==> config.mk <==
export PLATFORM = sky130hd
export DESIGN_NAME = uart_tx_scheduler
export DESIGN_NICKNAME = d
export VERILOG_FILES = /design/src/rtl/uart_tx_scheduler.sv
export SDC_FILE = /design/constraint.sdc
export NUM_CORES = 1
export LEC_CHECK = 0
export ABC_AREA = 1
export BUFFER_PORTS_ARGS = -buffer_cell sky130_fd_sc_hd__buf_2
export CORE_ASPECT_RATIO = 1.75
export CORE_MARGIN = 2
export CORE_UTILIZATION = 51
export CTS_CLUSTER_DIAMETER = 50
export CTS_CLUSTER_SIZE = 40
export DETAILED_ROUTE_END_ITERATION = 12
export PLACE_DENSITY = 0.77
export SYNTH_ARGS = -nofsm -noshare
export SYNTH_HDL_FRONTEND = slang
export SYNTH_SLANG_ARGS = --single-unit
==> constraint.sdc <==
create_clock -name i_clk -period 2.03 [get_ports i_clk]
set_input_delay 0.406 -clock i_clk [delete_from_list [all_inputs] [get_ports i_clk]]
set_output_delay 0.406 -clock i_clk [all_outputs]
set_load 0.02 [all_outputs]
==> src/rtl/uart_tx_scheduler.sv <==
// uart_tx_scheduler: round-robin shares one UART tx line among NUM_REQ requesters; frame = start, 7 data (LSB first), even parity, stop
//   i_clk       system clock, posedge
//   i_rst_n     asynchronous active-low reset
//   i_req       per-requester transmit request (level)
//   i_data_in   requester k's word at [k*DATA_W +: DATA_W]
//   o_ack       one-cycle pulse: word k accepted
//   o_tx_line   serial output, idles high
//   o_busy      high while a frame is on o_tx_line
//   o_grant_id  index of the requester owning the current or most recent frame
module uart_tx_scheduler #(
  parameter int NUM_REQ      = 4,
  parameter int DATA_W       = 7,
  parameter int CLKS_PER_BIT = 1736,
  parameter int ID_W         = $clog2(NUM_REQ)
) (
  input  logic                      i_clk,
  input  logic                      i_rst_n,
  input  logic [NUM_REQ-1:0]        i_req,
  input  logic [NUM_REQ*DATA_W-1:0] i_data_in,
  output logic [NUM_REQ-1:0]        o_ack,
  output logic                      o_tx_line,
  output logic                      o_busy,
  output logic [ID_W-1:0]           o_grant_id
);
  localparam int CW = $clog2(CLKS_PER_BIT);
  typedef enum logic [2:0] {S_IDLE, S_START, S_DATA, S_PARITY, S_STOP} state_t;
  state_t              r_state, w_state;
  logic [CW-1:0]       r_cnt, w_cnt;
  logic [2:0]          r_idx, w_idx;
  logic [DATA_W-1:0]   r_shift, w_shift, w_word;
  logic [DATA_W-1:0]   w_words [NUM_REQ];
  logic                r_par, w_par, r_tx, w_tx, r_busy, w_busy, w_tick;
  logic [ID_W-1:0]     r_ptr, w_ptr, r_gid, w_gid, w_win, w_k;
  logic [NUM_REQ-1:0]  r_ack, w_ack;
  for (genvar g = 0; g < NUM_REQ; g++) begin : g_w
    assign w_words[g] = i_data_in[g*DATA_W +: DATA_W];
  end
  // descending scan so the requester closest after the pointer wins last
  always_comb begin
    w_win = '0;
    w_k   = '0;
    for (int i = NUM_REQ - 1; i >= 0; i--) begin
      w_k = ID_W'((int'(r_ptr) + 1 + i) % NUM_REQ);
      if (i_req[w_k]) w_win = w_k;
    end
  end
  assign w_word = w_words[w_win];
  assign w_tick = r_cnt == CW'(CLKS_PER_BIT - 1);
  always_comb begin
    w_state = r_state;
    w_cnt   = w_tick ? '0 : r_cnt + 1'b1;
    w_idx   = r_idx;
    w_shift = r_shift;
    w_par   = r_par;
    w_ptr   = r_ptr;
    w_gid   = r_gid;
    w_ack   = '0;
    w_tx    = r_tx;
    w_busy  = r_busy;
    case (r_state)
      S_IDLE: begin
        w_cnt = '0;
        if (|i_req) begin
          w_ack   = NUM_REQ'(1) << w_win;
          w_gid   = w_win;
          w_ptr   = w_win;
          w_shift = w_word;
          w_par   = ^w_word;
          w_idx   = '0;
          w_tx    = 1'b0;
          w_busy  = 1'b1;
          w_state = S_START;
        end
      end
      S_START: if (w_tick) begin
        w_state = S_DATA;
        w_tx    = r_shift[0];
      end
      S_DATA: if (w_tick) begin
        if (r_idx == 3'(DATA_W - 1)) begin
          w_state = S_PARITY;
          w_tx    = r_par;
        end else begin
          w_idx   = r_idx + 3'd1;
          w_shift = r_shift >> 1;
          w_tx    = r_shift[1];
        end
      end
      S_PARITY: if (w_tick) begin
        w_state = S_STOP;
        w_tx    = 1'b1;
      end
      S_STOP: if (w_tick) begin
        w_state = S_IDLE;
        w_busy  = 1'b0;
        w_tx    = 1'b1;
      end
      default: w_state = S_IDLE;
    endcase
  end
  // pointer resets to the last index so requester 0 is searched first
  always_ff @(posedge i_clk or negedge i_rst_n) begin
    if (!i_rst_n) begin
      r_state <= S_IDLE;
      r_cnt   <= '0;
      r_idx   <= '0;
      r_shift <= '0;
      r_par   <= 1'b0;
      r_ptr   <= ID_W'(NUM_REQ - 1);
      r_gid   <= '0;
      r_ack   <= '0;
      r_tx    <= 1'b1;
      r_busy  <= 1'b0;
    end else begin
      r_state <= w_state;
      r_cnt   <= w_cnt;
      r_idx   <= w_idx;
      r_shift <= w_shift;
      r_par   <= w_par;
      r_ptr   <= w_ptr;
      r_gid   <= w_gid;
      r_ack   <= w_ack;
      r_tx    <= w_tx;
      r_busy  <= w_busy;
    end
  end
  assign o_ack      = r_ack;
  assign o_tx_line  = r_tx;
  assign o_busy     = r_busy;
  assign o_grant_id = r_gid;
endmodule

Yosys cells after proc, flatten, opt, wreduce, memory -nomap -nowiden
Cells that the tools add are included.
{"block": "word_totals", "regBits": 35, "output_inout_bits": 8}
{"block": "classes", "add_sub_neg": 6, "order_cmp": 5, "eq_ne": 14, "shift": 1, "mux": 43, "bitwise_logic": 1, "n_reduce_logical": 12}
{"op": "$mux 7", "n": 5}
{"op": "$mux 3", "n": 9}
{"op": "$mux 11", "n": 2}
{"op": "$pmux 3 s5", "n": 1}
{"op": "$bmux 7 s2", "n": 1}
{"op": "$ne 2x2->1 const B", "n": 7}
{"op": "$pmux 7 s2", "n": 1}
{"op": "$lt 2x3->1 const B", "n": 4}
{"op": "$add 11x1->11 const B", "n": 1}
{"op": "$eq 11x11->1 const B", "n": 1}
{"op": "$mux 1", "n": 11}
{"op": "$bmux 1 s2", "n": 4}
{"op": "$mux 2", "n": 4}
{"op": "$mux 4", "n": 2}
{"op": "$reduce_xor 7->1", "n": 1}
{"op": "$eq 3x2->1 const B", "n": 2}
{"op": "$eq 3x3->1 const B", "n": 2}
{"op": "$pmux 3 s2", "n": 1}
{"op": "$reduce_and 6->1", "n": 1}
{"op": "$reduce_and 5->1", "n": 1}
{"op": "$add 2x1->2 const B", "n": 2}
{"op": "$add 2x2->2 const B", "n": 2}
{"op": "$pmux 1 s4", "n": 1}
{"op": "$reduce_and 4->1", "n": 1}
{"op": "14 further kinds", "n": 15}

Longest topological paths before layout
Gate-level depths: netlist of the first run.
{"block": "depth", "depth_word": 14, "ltp_mapped": 22, "ltp_nobuf": 21}

Worst setup path after synthesis of the first run
No wires, ideal clock.
{"block": "synth_path", "path_kind": "register to register", "startpoint": "register r_ptr[0]", "endpoint": "register r_par", "setup_time_ns": 0.118, "t_arrival_ns": 1.957, "required_time_ns": 1.912, "path_slack_ns": -0.045, "stages_incl_launch_ff": 22, "path_buffers": 2, "period_less_slack_ns": 2.075, "path_cell_list": "dfstp_2 > buf_6 > inv_6 > nand2_1 > nand2_2 > nand2_2 > nand2_2 > nor2_2 > nand2_2 > nand2_4 > buf_6 > nand2_1 > nand2_1 > nand2_1 > nand2_1 > nand2_1 > nand2_1 > nand2_1 > nand2_1 > nand2_1 > nand3_1 > nand2_1"}
{"block": "synth_via", "elab_chain_cells": 13}
{"item": "from (decl)", "line": "33", "text": "logic [ID_W-1:0] r_ptr, w_ptr, r_gid, w_gid, w_win, w_k;"}
{"item": "from (signal assigned)", "line": "109", "text": "r_ptr <= ID_W'(NUM_REQ - 1);"}
{"item": "from (signal assigned)", "line": "120", "text": "r_ptr <= w_ptr;"}
{"item": "$add 2x1->2 *", "line": "43", "text": "w_k = ID_W'((int'(r_ptr) + 1 + i) % NUM_REQ);"}
{"item": "$add 2x1->2", "line": "43"}
{"item": "$bmux 1 s2", "line": "44", "text": "if (i_req[w_k]) w_win = w_k;"}
{"item": "$mux 1 (implied by the code)", "line": "44"}
{"item": "$mux 2 (3 in a row)", "line": "44"}
{"item": "$mux 2 *", "line": "44"}
{"item": "$not 2->3 (implied by the code) *", "line": "47", "text": "assign w_word = w_words[w_win];"}
{"item": "$bmux 7 s2 *", "line": "47"}
{"item": "$mux 7 (implied by the code) * (2 in a row)", "line": "47"}
{"item": "$reduce_xor 7->1 *", "line": "68", "text": "w_par = ^w_word;"}
{"item": "to (signal assigned)", "line": "119", "text": "r_par <= w_par;"}
{"item": "to (decl)", "line": "32", "text": "logic r_par, w_par, r_tx, w_tx, r_busy, w_busy, w_tick;"}
Mark *: on every way between the ends. The rest lies on a longest branch, timed or not. The select of a mux whose other input is x is not followed.
A chain may end at the register's enable or synchronous reset.

Worst setup path after layout of the first run
Same ends and word-level chain as after synthesis.

==> results of run 1 <==
per-layer routing:
layer	wire length (µm)	global-route usage	vias to the layer above
met2	3513	0.4683	70
met4	250	0.1240	0
li1	-	-	1308
met1	2197	0.2314	1233
met5	0	0	-
met3	192	0.02740	25
state kept, by name, summed over array words and instances, names as in the netlist:
register	cells
r_par	1
o_tx_line	1
r_idx	3
r_cnt	11
o_ack	4
r_state	3
r_shift	7
r_ptr	2
o_grant_id	2
o_busy	1
cell type report:
cell class | instances | area (µm²) | share of cell area
multi-input cells | 279 | 1494 | 0.4626
flip-flops and latches | 35 | 879.6 | 0.2724
repair buffers | 77 | 515.5 | 0.1596
inverters | 45 | 183.9 | 0.05695
clock buffers | 7 | 86.33 | 0.02673
well taps | 52 | 65.06 | 0.02015
clock inverters | 1 | 5.005 | 0.001550
worst max-delay path by stage:
| stage | start | depth (start not counted) | slack [ns] | to |
|---|---|---|---|---|
| 2_1_floorplan | r_ptr[0] | 21 | -0.03 | r_par |
| 3_3_place_gp | r_ptr[0] | 19 | -0.20 | r_par |
| 3_5_place_dp | r_ptr[0] | 19 | -0.27 | r_par |
| 4_1_cts | r_ptr[0] | 21 | -0.18 | r_par |
| 5_1_grt | r_ptr[0] | 21 | -0.40 | r_par |
| 6_report | r_ptr[0] | 21 | -0.23 | r_par |
logic make-up after synthesis:
kind of cell               Yosys count  share of synthesized area
AOI/OAI and AO/OA                   42                    0.09415
xor gates and xnor gates             5                    0.01830
adders and majority gates            3                    0.01569
buffers and inverters               52                    0.09728
DFF                                 35                     0.3677
and+or+nand+nor                    228                     0.4069
cell usage in the layout (no fill, tap or decap), types with 2 or more instances in the layout:
| cell | n |
|---|---|
| nand3b_1 | 9 |
| buf_2 | 41 |
| inv_1 | 39 |
| clkbuf_8 | 6 |
| nand2_8 | 3 |
| nand2_1 | 109 |
| buf_4 | 30 |
| buf_12 | 2 |
| buf_6 | 4 |
| nor2_1 | 33 |
| o21ai_0 | 11 |
| nand2_2 | 30 |
| o21ai_2 | 3 |
| dfrtp_1 | 32 |
| dfstp_2 | 3 |
| a21oi_1 | 12 |
| nand2_4 | 9 |
| nand3_1 | 22 |
| xor2_1 | 4 |
| a21oi_2 | 2 |
| ha_1 | 3 |
| nand3_2 | 3 |
| inv_2 | 3 |
| nor3_1 | 6 |
| o21ai_1 | 8 |
stage by stage:
stage	TNS (ns)	std cells	area (µm²)	total power, µW	setup slack [ns]
floorplan	-0.03114	365	2392	985.9	-0.03114
finish	-0.6888	496	3229	1737	-0.2332
detailed placement	-1.289	481	2841	1143	-0.2664
global placement	-0.8740	481	2841	1134	-0.2038
CTS	-0.5451	494	3118	1695	-0.1811
global route	-1.648	496	3229	1836	-0.4049
power breakdown:
part,internal (µW),switching (µW)
combinational,224,297
clock,273,236
sequential,703,3.49
what timing repair did:
| item | 4_1_cts | 5_1_grt |
|---|---|---|
| gates resized for setup | 44 | 29 |
| hold buffers | 0 | 0 |
| pin swaps | 28 | 23 |
| gates cloned | 0 | 1 |
| setup endpoints to repair | 8 | 12 |
| setup buffers | 5 | 1 |
==> results.txt, run 1 <==
The via count came out at ~2,600. In this run the worst hold path is classified as input pin to asynchronous set/reset pin. The endpoint type of the worst setup path is a flip-flop. The global-route usage over all layers came out at 0.2355.

The max-capacitance violation count is 0. At the pin with the least slew margin, the transition time is 0.7295 ns. The family with the most delay on the worst path is simple AND/OR/NAND/NOR gates.

The total power density per cell area is between 500 and 600 nW/µm². The number of distinct library cells after synthesis is 32. The proportion of netlist area held by the largest area contributor is 0.3347. The headroom to the max-slew limit is 0.5137. The worst-case IR drop observed on VDD is 0.5433 mV.

The primary flip-flop cell chosen by synthesis mapping is dfrtp_1. The source-to-sink clock delay at the later pin of the worst-skew pair came out at approximately 0.28 ns. The clock slew seen by the registers of the worst setup and hold paths is 0.07 ns. The count of buffers from port buffering is 41. The synthesis-to-layout area growth came out at 34.99%. The signal on the critical path passes through buf_12 -> inv_12 -> nand2_1 -> nand2_2 -> nand2_2 -> nand2_1 -> nand2_1 -> nand2_2 -> nand2_8 -> buf_6 -> nand3b_1 -> nand2_1 -> nand2_1 -> nand2_2 -> nand2_1 -> nand2_2 -> nand2_1 -> nand2_1 -> nand2_1 -> nand3_1 -> nand2_1. The number of clock sinks seen by CTS came out at 35.

The boundary pin count is 42. The highest attainable clock frequency is 0.4419 GHz. STA classifies the critical path startpoint as a flip-flop.

Along the worst path, the maximum fanout reaches 8. The number of global-route vias before repair is roughly 2,500. The floorplan step set the die width to 55.77 µm.

The number of hold-slack violations in the final timing report was 0. In the finished design, the share of the clock period the worst path needs comes to 1.115. Setup repair after global routing could not meet its margin everywhere.

The leftover overflow at the end of global routing came out at 0. The clock tree from TritonCTS is built. The fraction of registers with async set/reset is 1.000. The via density per instance came out at 5.315. The worst clock skew is roughly 0.0065 ns. The post-detailed-route wirelength per cell is about 12 µm. Measured on the finished design, the core utilization comes to 0.7046. The floorplan step set the die height to 94.60 µm.

After layout, the worst setup slack is -0.2332 ns. The fraction of final layout cells with drive strength greater than 1 came out at 0.3243. The endpoint identified for the worst register-to-register timing path is r_par. The synthesized design contains 35 register bits. The count of filler cells inserted in the layout is ~390. The required time of the critical path came out at between 2 and 2.5 ns. The sequential area share after synthesis is 0.3677. No sink is reached through more buffers than the 2 on the longest clock path. The final antenna-violating net count came out at 0. The antenna diode count came out at 0. The starting density of the core is 0.5220. In the routed design, unresolved DRC markers number 0. Among the stages of the critical path, the cell type that occurs most often is nand2_1. The start-to-end type of the worst setup path is flip-flop to flip-flop. The cell area that synthesis handed to floorplanning was 2392 µm². Sorting the synthesized cells by how often they occur yields 141 x nand2_1, 41 x inv_1, 33 x nor2_1. The slowest stage of the critical path is the dfstp_2 cell. The worst hold-check slack came out at 0.1713 ns. The maximum number of pins on one net before global-route repair is 36. The largest area contributor in the synthesized netlist is dfrtp_1.

The area of the core is approximately 4600 µm². The final weighted congestion in routability-driven placement came out at slightly above 0.8. The launching point of the worst reg2reg path is r_ptr[0]. During synthesis, Yosys emitted a total of 0 warnings.

The total number of placement rows came out at 33. After detailed routing, the total wire length is 6154 µm. The first detailed-routing pass took 4 iterations.

The arrival time at the worst endpoint is 2.44 ns. The most frequently used cell type in the post-synthesis netlist is nand2_1. The final net count came out at between 400 and 500. The number of antenna violations at the first check in global routing came out at 0. The first-pass GRT wire length came out at 10,050 µm.

The number of buffers created by CTS came out at 5. The post-synthesis instance total came out at 365. The max-slew violation total from the final report is 0. In the post-synthesis netlist, the biggest area contributors are dfrtp_1 33%, nand2_1 22%, inv_1 6.4%, nand3_1 5.4%, nor2_1 5.2%.

The H-tree was split into 2 levels. The leakage power total came out at 0.001771 µW. The count of buffer and inverter cells on the critical path is 3. Detailed placement ended at an HPWL of 4388 µm. The worst-case reg-to-reg path depth came out at 21. The number of nets in the synthesized netlist came out at roughly 400.

The final reports fail on setup timing. Across all register-to-register paths, the minimum setup slack is -0.23 ns. The setup-violating endpoint count in the final report is 7. In this run the clock root is driven by a clkbuf_8. Each instance of the synthesized netlist takes up on average between 6 and 7 µm². The largest incremental delay on the critical path came out at 0.56 ns. The number of synthesized flops with an enable pin is 0.

The die covers about 5300 µm². The final critical delay including setup and external delays is 2.263 ns. After the first detailed-routing iteration, the DRC count stood at ~110. The flow ran to the end, but the final reports show violations.
No activity file was read; power rests on OpenSTA's default activity.
==> run 2: changes to the inputs <==
- CORE_UTILIZATION: 51 -> 60
- PLACE_DENSITY: 0.77 -> 0.85
- clock period: 2.03 -> 2.77 ns (I/O delays scaled with it)
==> results.txt, run 2 (synthesis gave the netlist of run 1 again) <==
The height of the chip is 87.53 µm (was 94.60 µm). The launching point of the worst reg2reg path was r_ptr[0] (unchanged). The area of the core came to 3866 µm² (was 4583 µm²). The total power density per cell area is 416.6 nW/µm² (was 538.0 nW/µm²). The required time of the critical path came to 2.94 ns (was 2.21 ns). The post-detailed-routing wire length is 5002 µm (was 6154 µm). The total number of placement rows is 30 (was 33).

The fraction of final layout cells with drive strength greater than 1 came out at 0.1634 (was 0.3243). The slowest library cell on the worst path is dfstp_2 (unchanged). The leftover overflow at the end of global routing came out at 0 (unchanged). The starting density of the core came to 0.6188 (was 0.5220).

The antenna diode count came out at 0 (unchanged). The number of global-route vias before repair came out at 2,230 (was 2,519). The flip-flop count of the largest register, all copies and words added came out at 11 (unchanged). The clock tree from TritonCTS is built (unchanged). The detailed-placement wirelength estimate is 3929 µm (was 4388 µm).

The via count is 2,376 (was 2,636). The worst clock skew is 0.006931 ns (was 0.006501 ns). Crit path cell chain: inv_6 -> nand2_1 -> nand2_1 -> nand2_1 -> nand2_2 -> nor2_2 -> nand2_2 -> nand2_4 -> nand2_1 -> nand2_1 -> nand2_1 -> nand2_1 -> nand2_1 -> nand2_1 -> nand2_1 -> nand2_1 -> nand2_1 -> nand3_1 -> nand2_1 (was buf_12 -> inv_12 -> nand2_1 -> nand2_2 -> nand2_2 -> nand2_1 -> nand2_1 -> nand2_2 -> nand2_8 -> buf_6 -> nand3b_1 -> nand2_1 -> nand2_1 -> nand2_2 -> nand2_1 -> nand2_2 -> nand2_1 -> nand2_1 -> nand2_1 -> nand3_1 -> nand2_1).

The largest register by flop count is r_cnt (unchanged). The largest driver fanout on the critical path is 16 (was 8). The critical path capture point is r_par (unchanged).

The final net count is 446 (was 480). The first-pass GRT wire length is 8949 µm (was 10,050 µm). The max-capacitance violation count was 0 (unchanged). The start-to-end type of the worst setup path is flip-flop to flip-flop (unchanged).

Top library cells by usage in the layout, fill and taps aside: 141 x nand2_1, 41 x inv_1, 41 x buf_2 (was 109 x nand2_1, 41 x buf_2, 39 x inv_1). The setup-violating endpoint count in the final report came out at 0 (was 7). The count of buffers from port buffering is 41 (unchanged).

Outcome: completed (was complete, but fails checks). The synthesis-to-layout area growth came out at 13.13% (was 34.99%). The headroom to the max-slew limit is 0.4930 (was 0.5137). The largest incremental delay on the critical path was 0.65 ns (was 0.56 ns).

The global-route usage over all layers came out at 0.2531 (was 0.2355). The slack of the worst reg-to-reg path is 0.33 ns (was -0.23 ns). The highest attainable clock frequency came out at 0.4099 GHz (was 0.4419 GHz). The number of clock sinks seen by CTS is 35 (unchanged). The post-detailed-route wirelength per cell came to 10.92 µm (was 12.41 µm).

The pin slew with the least headroom to its limit is 0.7605 ns (was 0.7295 ns). The arrival time at the worst endpoint is 2.61 ns (was 2.44 ns). The final weighted congestion in routability-driven placement came out at 0.8156 (was 0.8226). The worst-case reg-to-reg path depth came out at 19 (was 21). The boundary pin count is 42 (unchanged). The post-cts gate resize count came out at 0 (was 44).

The setup fix buffers added after clock tree synthesis is 0 (was 5). The maximum number of pins on one net before global-route repair was 36 (unchanged). The horizontal die dimension is 51.73 µm (was 55.77 µm).

The final antenna-violating net count came to 0 (unchanged). The number of hold-slack violations in the final timing report came out at 0 (unchanged). The clock tree buffer depth came out at 2 (unchanged). The clock slew seen by the registers of the worst setup and hold paths is 0.07 ns (about the same). The leakage power total came out at 0.001557 µW (was 0.001771 µW). The max-slew violation total from the final report is 0 (unchanged). The via density per instance is 5.188 (was 5.315). RSZ-0062 raised after global routing: no (was yes). The endpoint type of the worst setup path is a flip-flop (unchanged). The overall power came out at 1128 µW (was 1737 µW). The number of levels in the clock H-tree is 2 (unchanged).

The final clock period utilization by the worst path came to 0.8807 (was 1.115). The clock root buffer master is clkbuf_8 (unchanged). The highest ir drop seen on vdd is 0.3094 mV (was 0.5433 mV). The number of antenna violations at the first check in global routing was 0 (unchanged). The count of filler cells inserted in the layout came out at 354 (was 392). The DRC violation count after routing is 0 (unchanged). The number of buffers created by CTS came out at 5 (unchanged).

The hold buffer count at cts came out at 0 (unchanged). The capture instance of the worst register-to-register path is r_par (unchanged). The post-route setup TNS is 0 ns (was -0.6888 ns). The number of optimization iterations in the first detailed-route pass came out at 4 (unchanged).

The critical path launch point is r_ptr[0] (unchanged). The final critical delay including setup and external delays came out at 2.440 ns (was 2.263 ns). The share of the core filled with cells in the final layout came to 0.7000 (was 0.7046).

The dominant cell type by count on the critical path is nand2_1 (unchanged). The launching element type of the critical path was a flip-flop (unchanged). The source-to-sink clock delay at the later pin of the worst-skew pair is 0.29 ns (was 0.28 ns).

The class of the tightest hold or removal check was input pin to asynchronous set/reset pin (unchanged). The most common library cell in the layout ignoring fill and taps is nand2_1 (unchanged). The area enclosed by the die boundary is 4528 µm² (was 5276 µm²).

The first-iteration detailed-routing DRC count came out at 50 (was 105).
[run 2: changes by cell type in the layout (fill, tap and decap cells not counted), sizes merged]
cell,change
clkbuf,-1
clkinvlp,+1
nand2,-1
buf,-33
[run 2: per-layer routing]
layer	GRT usage	vias to the layer above	wire length (µm)
met3	0.02730	10	158
met4	0.1292	0	131
li1	-	1234	-
met1	0.2845	1087	2136
met5	0	-	0
met2	0.4592	45	2576
[run 2: worst min-delay path by stage]
stage / end / slack [ns] / cells after the start
finish: r_cnt[0] / 0.33 / 1
global route: r_cnt[0] / 0.38 / 1
CTS: r_cnt[0] / 0.35 / 1
detailed placement: o_grant_id[0] / 0.48 / 2
global placement: o_grant_id[0] / 0.47 / 2
floorplan: o_ack[0] / 0.26 / 0
[run 2: layout make-up]
class	instances	area, µm²	share of cell area
Clock buffer	6	72.57	0.02681
Clock inverter	2	12.51	0.004623
Inverter	45	173.9	0.06426
Multi-Input combinational cell	278	1280	0.4730
Sequential cell	35	879.6	0.3250
Tap cell	48	60.06	0.02219
Timing Repair Buffer	44	227.7	0.08414
[run 2: metrics by stage]
stage / cell area, µm² / hold WS [ns] / setup WS [ns] / instances
floorplan: 2392 / 0.2584 / 0.6951 / 365
global placement: 2621 / 0.4708 / 0.3937 / 450
detailed placement: 2621 / 0.4799 / 0.3532 / 450
CTS: 2706 / 0.3497 / 0.3557 / 458
global route: 2706 / 0.3805 / 0.0005018 / 458
finish: 2706 / 0.3320 / 0.3304 / 458
[run 2: power by group]
group,switching [µW],leakage (µW),internal [µW]
combinational,161,0.00110,90.3
clock,183,0.0000412,176
sequential,3.13,0.000414,515
[run 2: critical path: cells and delay by family (launching register included)]
kind | cells | cell delay, ns
buffers and inverters | 1 | 0.08
DFF | 1 | 0.65
and+or+nand+nor | 18 | 1.61
